**config.mk**
```make
export PLATFORM = sky130hd
export DESIGN_NAME = icache_if2_select
export DESIGN_NICKNAME = d
export VERILOG_FILES = /design/src/rtl/icache_if2_select.sv
export SDC_FILE = /design/constraint.sdc
export NUM_CORES = 1
export LEC_CHECK = 0
export CORE_AREA = 2 2 271 273
export CTS_CLUSTER_SIZE = 14
export DETAILED_ROUTE_END_ITERATION = 8
export DIE_AREA = 0 0 273 275
export RECOVER_POWER = 100
export SKIP_LAST_GASP = 1
export SLEW_MARGIN = 20
export SYNTH_ARGS = -nofsm -noshare
export SYNTH_HDL_FRONTEND = slang
export SYNTH_SLANG_ARGS = --single-unit
```
**constraint.sdc**
```tcl
create_clock -name clk -period 4.41 [get_ports clk]
set_input_delay 0.6615 -clock clk [delete_from_list [all_inputs] [get_ports clk]]
set_output_delay 0.6615 -clock clk [all_outputs]
set_load 0.05 [all_outputs]
```
**src/rtl/icache_if2_select.sv**
```systemverilog
// IF2 word select: picks the hit way's 32-bit word (or the AXI refill word on a miss) with no added latency.
// A downstream stall captures the selected word in a hold register, so the SRAM and AXI sources may change while ID is stalled.
module icache_if2_select #(
    parameter int WAYS   = 8,
    parameter int LINE_W = 64,
    parameter int AXI_W  = 64,
    parameter int PC_W   = 64
) (
    input  logic                     clk,
    input  logic                     rst,
    input  logic [PC_W-1:0]          pc_i,
    input  logic [WAYS-1:0]          hit_i,
    input  logic                     valid_i,
    input  logic [3:0]               trap_i,
    input  logic                     kill_i,
    input  logic                     flush_i,
    input  logic                     id_ready_i,
    input  logic [WAYS*LINE_W-1:0]   sram_rdata_i,
    input  logic [AXI_W-1:0]         axi_rdata_i,
    output logic                     valid_o,
    output logic [3:0]               trap_o,
    output logic                     ready_o,
    output logic [31:0]              inst_o,
    output logic                     hit_err_o
);

    localparam int LINE_WORDS = LINE_W / 32;
    localparam int AXI_WORDS  = AXI_W / 32;

    typedef enum logic {
        LIVE = 1'b0,
        HOLD = 1'b1
    } state_t;

    state_t          state_q, state_d;
    logic [31:0]     hold_q;
    logic [31:0]     live_word;
    logic [31:0]     axi_word;
    logic [31:0]     way_word [WAYS];
    logic [PC_W-1:0] line_idx;
    logic [PC_W-1:0] axi_idx;
    logic            go;
    logic            capture;

    // Masking the shifted PC gives index 0 for single-word widths without a zero-width slice.
    assign line_idx = (pc_i >> 2) & PC_W'(LINE_WORDS - 1);
    assign axi_idx  = (pc_i >> 2) & PC_W'(AXI_WORDS - 1);

    always_comb begin
        for (int w = 0; w < WAYS; w++) begin
            way_word[w] = sram_rdata_i[w*LINE_W +: 32];
            for (int k = 1; k < LINE_WORDS; k++) begin
                if (line_idx == PC_W'(k)) begin
                    way_word[w] = sram_rdata_i[w*LINE_W + k*32 +: 32];
                end
            end
        end
    end

    always_comb begin
        axi_word = axi_rdata_i[31:0];
        for (int k = 1; k < AXI_WORDS; k++) begin
            if (axi_idx == PC_W'(k)) begin
                axi_word = axi_rdata_i[k*32 +: 32];
            end
        end
    end

    // Walk from the top way down so the lowest-index hit has the last word.
    always_comb begin
        live_word = axi_word;
        for (int w = WAYS - 1; w >= 0; w--) begin
            if (hit_i[w]) begin
                live_word = way_word[w];
            end
        end
    end

    assign go        = valid_i & ~kill_i & ~flush_i;
    assign valid_o   = go;
    assign trap_o    = trap_i;
    assign ready_o   = (go && trap_i == 4'd0) ? id_ready_i : 1'b1;
    assign hit_err_o = valid_i & ($countones(hit_i) > 1);

    always_comb begin
        state_d = state_q;
        capture = 1'b0;
        inst_o  = live_word;
        unique case (state_q)
            LIVE: begin
                if (go && !id_ready_i) begin
                    capture = 1'b1;
                    state_d = HOLD;
                end
            end
            HOLD: begin
                inst_o = hold_q;
                if (id_ready_i || flush_i) begin
                    state_d = LIVE;
                end
            end
        endcase
    end

    always_ff @(posedge clk) begin
        if (rst) begin
            state_q <= LIVE;
            hold_q  <= '0;
        end else begin
            state_q <= state_d;
            if (capture) begin
                hold_q <= live_word;
            end
        end
    end

endmodule

```
==> results of run 1 <==
==> metrics by stage <==
| step | setup slack (ns) | setup TNS (ns) | cell area, um^2 | power [W] |
|---|---|---|---|---|
| 2_1_floorplan | 0.0604 | 0 | 7210 | 0.000951 |
| 3_3_place_gp | -0.191 | -0.191 | 14900 | 0.00188 |
| 3_5_place_dp | -0.246 | -0.246 | 14900 | 0.00189 |
| 4_1_cts | 0.0534 | 0 | 15000 | 0.00239 |
| 5_1_grt | 0.00898 | 0 | 14700 | 0.00238 |
| 6_report | 0.0995 | 0 | 14700 | 0.00224 |
==> timing repair <==
| item | in CTS | in global routing |
|---|---|---|
| pin swaps | 1 | 3 |
| gates resized for setup | 6 | 1 |
| endpoints found under the setup margin | 1 | 1 |
| buffers inserted | 0 | 0 |
==> placed cells by master (no fill, tap or decap), types with 2 or more instances in the layout <==
| cell type | synthesis | final |
|---|---|---|
| buf_2 | 18 | 3 |
| o31ai_1 | 32 | 32 |
| buf_12 | 1 | 15 |
| diode_2 | 0 | 4 |
| a221o_1 | 32 | 32 |
| inv_1 | 11 | 11 |
| nor2_1 | 2 | 2 |
| clkbuf_16 | 0 | 5 |
| nand2b_1 | 33 | 33 |
| o221ai_2 | 3 | 3 |
| dlygate4sd2_1 | 0 | 2 |
| a21oi_2 | 30 | 27 |
| buf_4 | 17 | 41 |
| mux2i_1 | 192 | 192 |
| clkbuf_8 | 0 | 2 |
| o221ai_1 | 29 | 29 |
| nor4b_4 | 1 | 2 |
| a22oi_1 | 32 | 32 |
| dfxtp_1 | 33 | 32 |
| mux2_2 | 97 | 96 |
| fa_1 | 4 | 3 |
| nand2_1 | 98 | 97 |
| a21oi_1 | 35 | 38 |
| clkdlybuf4s50_1 | 0 | 586 |
| a22o_1 | 32 | 32 |
| ha_1 | 3 | 2 |
| clkbuf_1 | 39 | 24 |
| o41ai_1 | 32 | 32 |
| dlygate4sd3_1 | 0 | 6 |
| nor2b_4 | 0 | 2 |
==> registers in the layout (all words and copies together) (netlist names) <==
signal,cells
hold_q,32
state_q,1
==> power breakdown <==
group | leakage, nW | total [W] | switching, W | internal, W
registers | 0.268 | 0.000314 | 0.00000827 | 0.000306
logic | 5.06 | 0.00148 | 0.000673 | 0.000806
clock network | 0.0799 | 0.000444 | 0.000202 | 0.000241
total | 5.41 | 0.00224 | 0.000884 | 0.00135
==> routing by layer <==
layer | up-vias | GRT usage [%] | wire length [um]
li1 | 4466 | - | -
met4 | 4 | 5.64 | 1880
met1 | 4284 | 14.6 | 20500
met2 | 495 | 23.3 | 25500
met3 | 59 | 3.17 | 3730
met5 | - | 0 | 27
==> final timing paths <==
kind              startpoint  depth (start not counted)  slack (ns)          to
setup / recovery    hit_i[0]                          8         0.1   inst_o[2]
setup reg to reg     state_q                          5        0.88   hold_q[7]
hold / removal    hold_q[21]                          2        0.46  hold_q[21]
hold reg to reg   hold_q[21]                          2        0.46  hold_q[21]
==> cell type report <==
| class | count | area (um^2) |
|---|---|---|
| fillers | 8133 | 57600 |
| repair buffers | 679 | 6680 |
| multi-input cells | 698 | 5980 |
| well taps | 959 | 1200 |
| flip-flops and latches | 33 | 664 |
| clock buffers | 7 | 153 |
| inverters | 11 | 41.3 |
| diodes | 4 | 10.0 |
| clock inverters | 1 | 5.00 |
==> logic make-up after synthesis <==
| logic type | Yosys count | share of synthesized area, % |
|---|---|---|
| fa+ha+maj | 7 | 1.63 |
| mux | 289 | 41.8 |
| compound gates | 260 | 29.5 |
| flops | 33 | 9.17 |
| buf+inv | 104 | 8.51 |
| simple gates | 142 | 9.38 |
==> critical path, cell delays in order <==
cell	delay, ns
buf_2	0.17
buf_4	0.54
or4_2	0.26
clkbuf_2	0.46
a221o_1	0.21
a21oi_2	0.05
o41ai_1	0.71
clkbuf_1	0.55
==> flow_summary.json, run 1 <==
{
  "status": "complete, but fails checks",
  "violations": "max-capacitance violations, max-slew violations",
  "start_util_pct": 9.96,
  "netlist_top_cells_count": "192 x mux2i_1, 98 x nand2_1, 97 x mux2_2, 39 x clkbuf_1, 35 x a21oi_1",
  "setup_viol": 0,
  "finalClockSkew_ns": 0.00801,
  "dp_hpwl_um": 43000,
  "maxCapViolations": 1,
  "die_w_um": 273,
  "ys.flop_type": "dfxtp_1",
  "synth_edf_count": 0,
  "place.gp.congestion": 0.816,
  "synth.most_common_cell": "mux2i_1",
  "path_max_fanout": 36,
  "core_mm2": 0.0723,
  "ios": 697,
  "dieArea_mm2": 0.0751,
  "async_reset_ff_share_pct": 0,
  "fin_crit_sh_pct": 97.7,
  "drc": 0,
  "vias": 9308,
  "wl_per_cell_um": 21.6,
  "slew_violations": 21,
  "totalWireLength_um": 51600,
  "synthCells": 835,
  "overflow": 0,
  "yosysSeqAreaShare_pct": 9.17,
  "dp_cells": 2380,
  "grt_pass1_vias": 9780,
  "fmax_ghz": 0.232,
  "cts_hold_buf": 0,
  "hold_slack_ns": 0.457,
  "cts_buffers": 5,
  "worstMarginPinSlew_ns": 1.72,
  "arrival_ns": 3.65,
  "ys_warn_count": 0,
  "yosys_register_bits": 33,
  "clk_pin_slew_ns": 0.07,
  "setup.worst_path.end_class": "output port",
  "vdd_ir_drop_max_mv": 0.129,
  "num_rows": 99,
  "synthDistinctLibCells": 37,
  "min_period_ns": 4.31,
  "final_util_pct": 20.4,
  "clock_latency_ns": 0.32,
  "cts.sinks": 33,
  "critical_path_class": "primary input to output port",
  "antenna_found_initial": 7,
  "vias_per_cell": 3.89,
  "power_density_mw_per_mm2": 152,
  "hold_viol": 0,
  "synth_top_cell_by_area": "mux2i_1",
  "grtUsageTotal_pct": 13.0,
  "stdcell_count": 2392,
  "grt_pass1_wl_um": 68800,
  "dr.pass1.iters": 5,
  "syn_to_final_growth_pct": 105,
  "cp.required_ns": 3.75,
  "portBuffers": 633,
  "hold_class": "flop to flop",
  "cts.htree.levels": 2,
  "clockBufferDepth": 2,
  "clock-root-buffer": "clkbuf_16",
  "p_leak_nw": 5.41,
  "drive_gt1_share_pct": 14.7,
  "cts_tree": "yes",
  "synth_top_area_share_pct": 26.7,
  "netlist_area_mm2": 0.00720,
  "fin_nets": 2093,
  "syn_nets": 1500,
  "rsz0062_at_grt": "false",
  "yosys-top-cells-area": "mux2i_1 27%, mux2_2 15%, dfxtp_1 9.2%, nand2_1 5.1%, a221o_1 4.4%",
  "syn_avg_cell_area_um2": 8.63,
  "grt_max_degree": 67,
  "slew_headroom_pct": -14.4,
  "die_y_um": 275,
  "ant_nets": 0,
  "first_iter_violations": 349,
  "worstSetupStartpointType": "primary input"
}
(Power assumes the default switching activity.)
==> run 2: changes to the inputs <==
--- a/config.mk
+++ b/config.mk
@@ -5,10 +5,13 @@
 export SDC_FILE = /design/constraint.sdc
 export NUM_CORES = 1
 export LEC_CHECK = 0
-export CORE_AREA = 2 2 271 273
+export CELL_PAD_IN_SITES_DETAIL_PLACEMENT = 2
+export CELL_PAD_IN_SITES_GLOBAL_PLACEMENT = 2
+export CORE_AREA = 2 2 273 275
 export CTS_CLUSTER_SIZE = 14
 export DETAILED_ROUTE_END_ITERATION = 8
-export DIE_AREA = 0 0 273 275
+export DIE_AREA = 0 0 275 277
+export PLACE_DENSITY_LB_ADDON = 0.1
 export RECOVER_POWER = 100
 export SKIP_LAST_GASP = 1
 export SLEW_MARGIN = 20
==> run 2 against run 1 <==
  * The flow still finishes with violations (max-capacitance violations, max-slew violations)
  * Sequential share of layout area hardly changed
  * Sequential power hardly changed
  * Fmax is 1.9% higher
  * Non-clock buffer count is 11 lower
  * Combinational power hardly changed
  * Die area is 1.5% higher
  * Global-route usage is 1.9 points higher
  * Clock power is 13% lower
  * Clock skew is 0.0034 ns higher
  * Via count is 0.76% higher
  * Critical path depth is 4 higher
  * Critical path type unchanged
  * Critical endpoint is now hit_err_o
==> flow_summary.json, run 2 (synthesis results as in run 1) <==
{
  "dieArea_mm2": 0.0762,
  "min_path_cells": 2,
  "start_util_pct": 9.79,
  "hold_viol": 0,
  "status": "complete, but fails checks",
  "portBuffers": 633,
  "cts_hold_buf": 0,
  "worstSetupStartpointType": "primary input",
  "maxCapViolations": 1,
  "arrival_ns": 3.57,
  "die_y_um": 277,
  "regMostFlops": "hold_q",
  "totalWireLength_um": 58800,
  "vias_per_cell": 3.92,
  "drive_gt1_share_pct": 15.7,
  "pre_cts_ws_ns": -0.184,
  "post_cts_buffers": 0,
  "power.total_w": 0.00217,
  "setup.worst_path.end_class": "output port",
  "cpMostUsedCell": "fa_1",
  "worst-path-buf-inv": 5,
  "clk_pin_slew_ns": 0.06,
  "drc": 0,
  "place.gp.congestion": 0.756,
  "cts_tree": "yes",
  "num_rows": 100,
  "largest_register_ffs": 32,
  "cp.required_ns": 3.75,
  "dr.pass1.iters": 4,
  "clock_latency_ns": 0.32,
  "min_period_ns": 4.23,
  "violations": "max-capacitance violations, max-slew violations",
  "fin_crit_sh_pct": 95.9,
  "vias": 9379,
  "crit_chain": "clkbuf_2, fa_1, inv_2, fa_1, fa_1, inv_1, ha_2, inv_1, fa_2, mux2_4, a21boi_4, buf_12",
  "first_iter_violations": 235,
  "grtUsageTotal_pct": 14.9,
  "die_w_um": 275,
  "clock-root-buffer": "clkbuf_16",
  "syn_to_final_growth_pct": 104,
  "setup_viol": 0,
  "cts.sinks": 33,
  "worstMarginPinSlew_ns": 2.38,
  "clockBufferDepth": 2,
  "layout_commonest_cell": "clkdlybuf4s50_1",
  "slowest_delay_ns": 0.55,
  "rsz0062_at_grt": "false",
  "slew_headroom_pct": -58.7,
  "crit_cells": 12,
  "stdcell_count": 2392,
  "grt_pass1_wl_um": 80400,
  "p_leak_nw": 5.41,
  "ant_nets": 0,
  "finalSetupTns_ns": 0,
  "cts_buffers": 5,
  "worst_slack_ns": 0.180,
  "cp_slowest_cell": "fa_1",
  "ios": 697,
  "cpLargestDelayFamily": "adder cells",
  "dp_cells": 2379,
  "final_cell_mix": "586 x clkdlybuf4s50_1, 192 x mux2i_1, 97 x nand2_1, 96 x mux2_2, 35 x a21oi_1",
  "fmax_ghz": 0.236,
  "finalClockSkew_ns": 0.0114,
  "path_max_fanout": 2,
  "overflow": 0,
  "antenna_found_initial": 12,
  "hold_class": "flop to flop",
  "power_density_mw_per_mm2": 147,
  "slew_violations": 53,
  "core_mm2": 0.0736,
  "cts.htree.levels": 2,
  "r2r_cells": 5,
  "vdd_ir_drop_max_mv": 0.137,
  "fin_nets": 2082,
  "critical_path_class": "primary input to output port",
  "grt_max_degree": 55,
  "top_regs": "hold_q (32), state_q (1)",
  "grt_pass1_vias": 10694,
  "wl_per_cell_um": 24.6,
  "dp_hpwl_um": 48300
}
## run 2: cell types whose count changed in the layout (fill, tap and decap cells not counted), sizes merged
cell and delta:
dlygate4sd2 -2, clkbuf -5, diode +2, buf -5
## run 2: layout make-up
| class | count | area, um^2 |
|---|---|---|
| Clock buffer | 6 | 129 |
| Sequential cell | 33 | 661 |
| Inverter | 11 | 41.3 |
| Timing Repair Buffer | 668 | 6650 |
| Antenna cell | 6 | 15.0 |
| Tap cell | 969 | 1210 |
| Clock inverter | 1 | 5.00 |
| Multi-Input combinational cell | 698 | 5990 |
| Fill cell | 8417 | 58900 |
## run 2: repair_timing
| item | 4_1_cts | 5_1_grt |
|---|---|---|
| endpoints found under the setup margin | 1 | 1 |
| pin swaps | 1 | 6 |
| resized for setup | 3 | 9 |
## run 2: worst paths after layout
kind | endpoint | slack, ns | from
worst max-delay path | hit_err_o | 0.18 | hit_i[1]
worst min-delay path | hold_q[27] | 0.45 | hold_q[27]
worst max register to register | hold_q[7] | 0.74 | state_q
worst min register to register | hold_q[27] | 0.45 | hold_q[27]
## run 2: tightest hold or removal path: cells and delay by family, from the launching register on
| family | cells | cell delay, ns |
|---|---|---|
| flops | 1 | 0.31 |
| simple gates | 1 | 0.05 |
| compound gates | 1 | 0.05 |
## run 2: report_power, final
group / internal, W / switching, W
Sequential: 0.000306 / 0.00000752
Clock: 0.000207 / 0.000179
Combinational: 0.000806 / 0.000662
## run 2: through the flow
step	utilization, %	area [um^2]	hold slack, ns
after detailed placement	19.9	14600	0.446
final	20.0	14700	0.454
after global routing	20.0	14700	0.474
after CTS	20.1	14800	0.463
after floorplan	-	7210	0.425
after global placement	19.9	14600	0.434
## run 2: layer usage
layer,vias up,track usage [%],wire length [um]
li1,4451,-,-
met1,4565,15.9,22500
met2,313,28.7,31700
met3,38,3.86,3660
met4,12,3.33,926
met5,-,0,73
==> run 3: changes to the inputs <==
--- a/config.mk
+++ b/config.mk
@@ -11,7 +11,7 @@
 export CTS_CLUSTER_SIZE = 14
 export DETAILED_ROUTE_END_ITERATION = 8
 export DIE_AREA = 0 0 275 277
-export PLACE_DENSITY_LB_ADDON = 0.1
+export PLACE_DENSITY = 0.64
 export RECOVER_POWER = 100
 export SKIP_LAST_GASP = 1
 export SLEW_MARGIN = 20
==> run 3 against run 2 <==
  * The run now ends clean
  * Total power rose by 2.5%
  * Clock power is 7.3% higher
  * Fmax is 1.4% lower
==> flow_summary.json, run 3 (synthesis results as in run 1) <==
{
  "worst_slack_ns": 0.120,
  "fmax_ghz": 0.233,
  "wl_per_cell_um": 24.0,
  "die_y_um": 277,
  "finalClockSkew_ns": 0.00334,
  "drc": 0,
  "final_util_pct": 20.0,
  "cpLargestDelayFamily": "adder cells",
  "worstSetupStartpointType": "primary input",
  "grt_pass1_vias": 11065,
  "clockBufferDepth": 2,
  "ios": 697,
  "min_period_ns": 4.29,
  "critical_path_class": "primary input to output port",
  "hold_viol": 0,
  "cts.sinks": 33,
  "num_rows": 100,
  "cts_buffers": 5,
  "grt_pass1_wl_um": 78500,
  "cts.htree.levels": 2,
  "fin_nets": 2088,
  "power_density_mw_per_mm2": 151,
  "slowest_delay_ns": 0.56,
  "start_util_pct": 9.79,
  "clock_latency_ns": 0.31,
  "r2r_cells": 4,
  "maxCapViolations": 0,
  "min_path_cells": 2,
  "cts_tree": "yes",
  "post_cts_buffers": 0,
  "p_leak_nw": 5.40,
  "worstMarginPinSlew_ns": 1.32,
  "layout_commonest_cell": "clkdlybuf4s50_1",
  "final_cell_mix": "586 x clkdlybuf4s50_1, 192 x mux2i_1, 97 x nand2_1, 96 x mux2_2, 49 x buf_4",
  "grt_max_degree": 62,
  "arrival_ns": 3.63,
  "rsz0062_at_grt": "true",
  "regMostFlops": "hold_q",
  "cp.required_ns": 3.75,
  "syn_to_final_growth_pct": 104,
  "fillerInstances": 8450,
  "dp_hpwl_um": 47800,
  "portBuffers": 633,
  "vias": 9624,
  "status": "complete, no violations",
  "drive_gt1_share_pct": 15.4,
  "hold_class": "flop to flop",
  "path_max_fanout": 2,
  "final-seq-area_um2": 664,
  "grtUsageTotal_pct": 14.4,
  "fin_crit_sh_pct": 97.3,
  "clock-root-buffer": "clkbuf_16",
  "core_mm2": 0.0736,
  "cp_slowest_cell": "fa_1",
  "crit_chain": "buf_8, fa_1, inv_2, fa_1, fa_1, inv_2, ha_4, inv_2, fa_2, mux2_4, a21boi_4, buf_12",
  "slew_violations": 0,
  "largest_register_ffs": 32,
  "setup_viol": 0,
  "top_regs": "hold_q (32), state_q (1)",
  "first_iter_violations": 239,
  "clk_pin_slew_ns": 0.07,
  "multi_input_area_mm2": 0.00597,
  "crit_cells": 12,
  "slew_headroom_pct": 12.3,
  "vias_per_cell": 4.02,
  "pre_cts_ws_ns": -0.388,
  "cts_hold_buf": 0,
  "die_w_um": 275,
  "place.gp.congestion": 0.815,
  "ant_nets": 0,
  "vdd_ir_drop_max_mv": 0.108,
  "dr.pass1.iters": 6,
  "antenna_found_initial": 4,
  "worst-path-buf-inv": 5,
  "power.total_w": 0.00222,
  "dieArea_mm2": 0.0762,
  "overflow": 0,
  "totalWireLength_um": 57500,
  "setup.worst_path.end_class": "output port"
}
-- run 3: stage by stage --
stage	setup TNS, ns	area (um^2)	hold slack (ns)	cells
2_1_floorplan	0	7210	0.425	835
3_3_place_gp	-0.379	14600	0.435	2385
3_5_place_dp	-0.388	14600	0.449	2385
4_1_cts	0	14800	0.463	2393
5_1_grt	-0.0130	14700	0.480	2395
6_report	0	14700	0.460	2397
-- run 3: worst reg2reg max path, cell delays in order, from the launching register on --
cell      delay (ns)
dfxtp_4         0.51
nor3b_1         0.33
clkbuf_1        0.99
nand2b_1        0.19
o31ai_1         0.25
-- run 3: power breakdown --
group | switching (W) | total, W | internal [W]
Combinational | 0.000684 | 0.00150 | 0.000812
Clock | 0.000187 | 0.000414 | 0.000227
Sequential | 0.00000681 | 0.000313 | 0.000306
-- run 3: layer usage --
| metal | up-vias | part of all wire, % | GRT usage [%] |
|---|---|---|---|
| met5 | - | 0.023 | 0 |
| met4 | 2 | 1.3 | 2.99 |
| met3 | 35 | 6.0 | 2.99 |
| met2 | 399 | 53 | 27.4 |
| met1 | 4732 | 40 | 16.2 |
| li1 | 4456 | - | - |
-- run 3: worst paths after layout --
path,end,startpoint,slack [ns]
setup reg to reg,hold_q[15],state_q,2.07
hold / removal,hold_q[22],hold_q[22],0.46
hold reg to reg,hold_q[22],hold_q[22],0.46
setup / recovery,hit_err_o,hit_i[0],0.12
-- run 3: final cells by class --
type	instances	share of cell area, %
sequential	33	4.52
inverter	11	0.281
clock buffer	8	0.995
multi-input combinational	698	40.6
antenna	4	0.0681
timing repair buffer	674	45.3
tap	969	8.24
-- run 3: repair_timing --
action                                  CTS  global route
resized for setup                        13             4
endpoints found under the hold margin     0             0
endpoints found under the setup margin    1             1
pin swaps                                 5             5
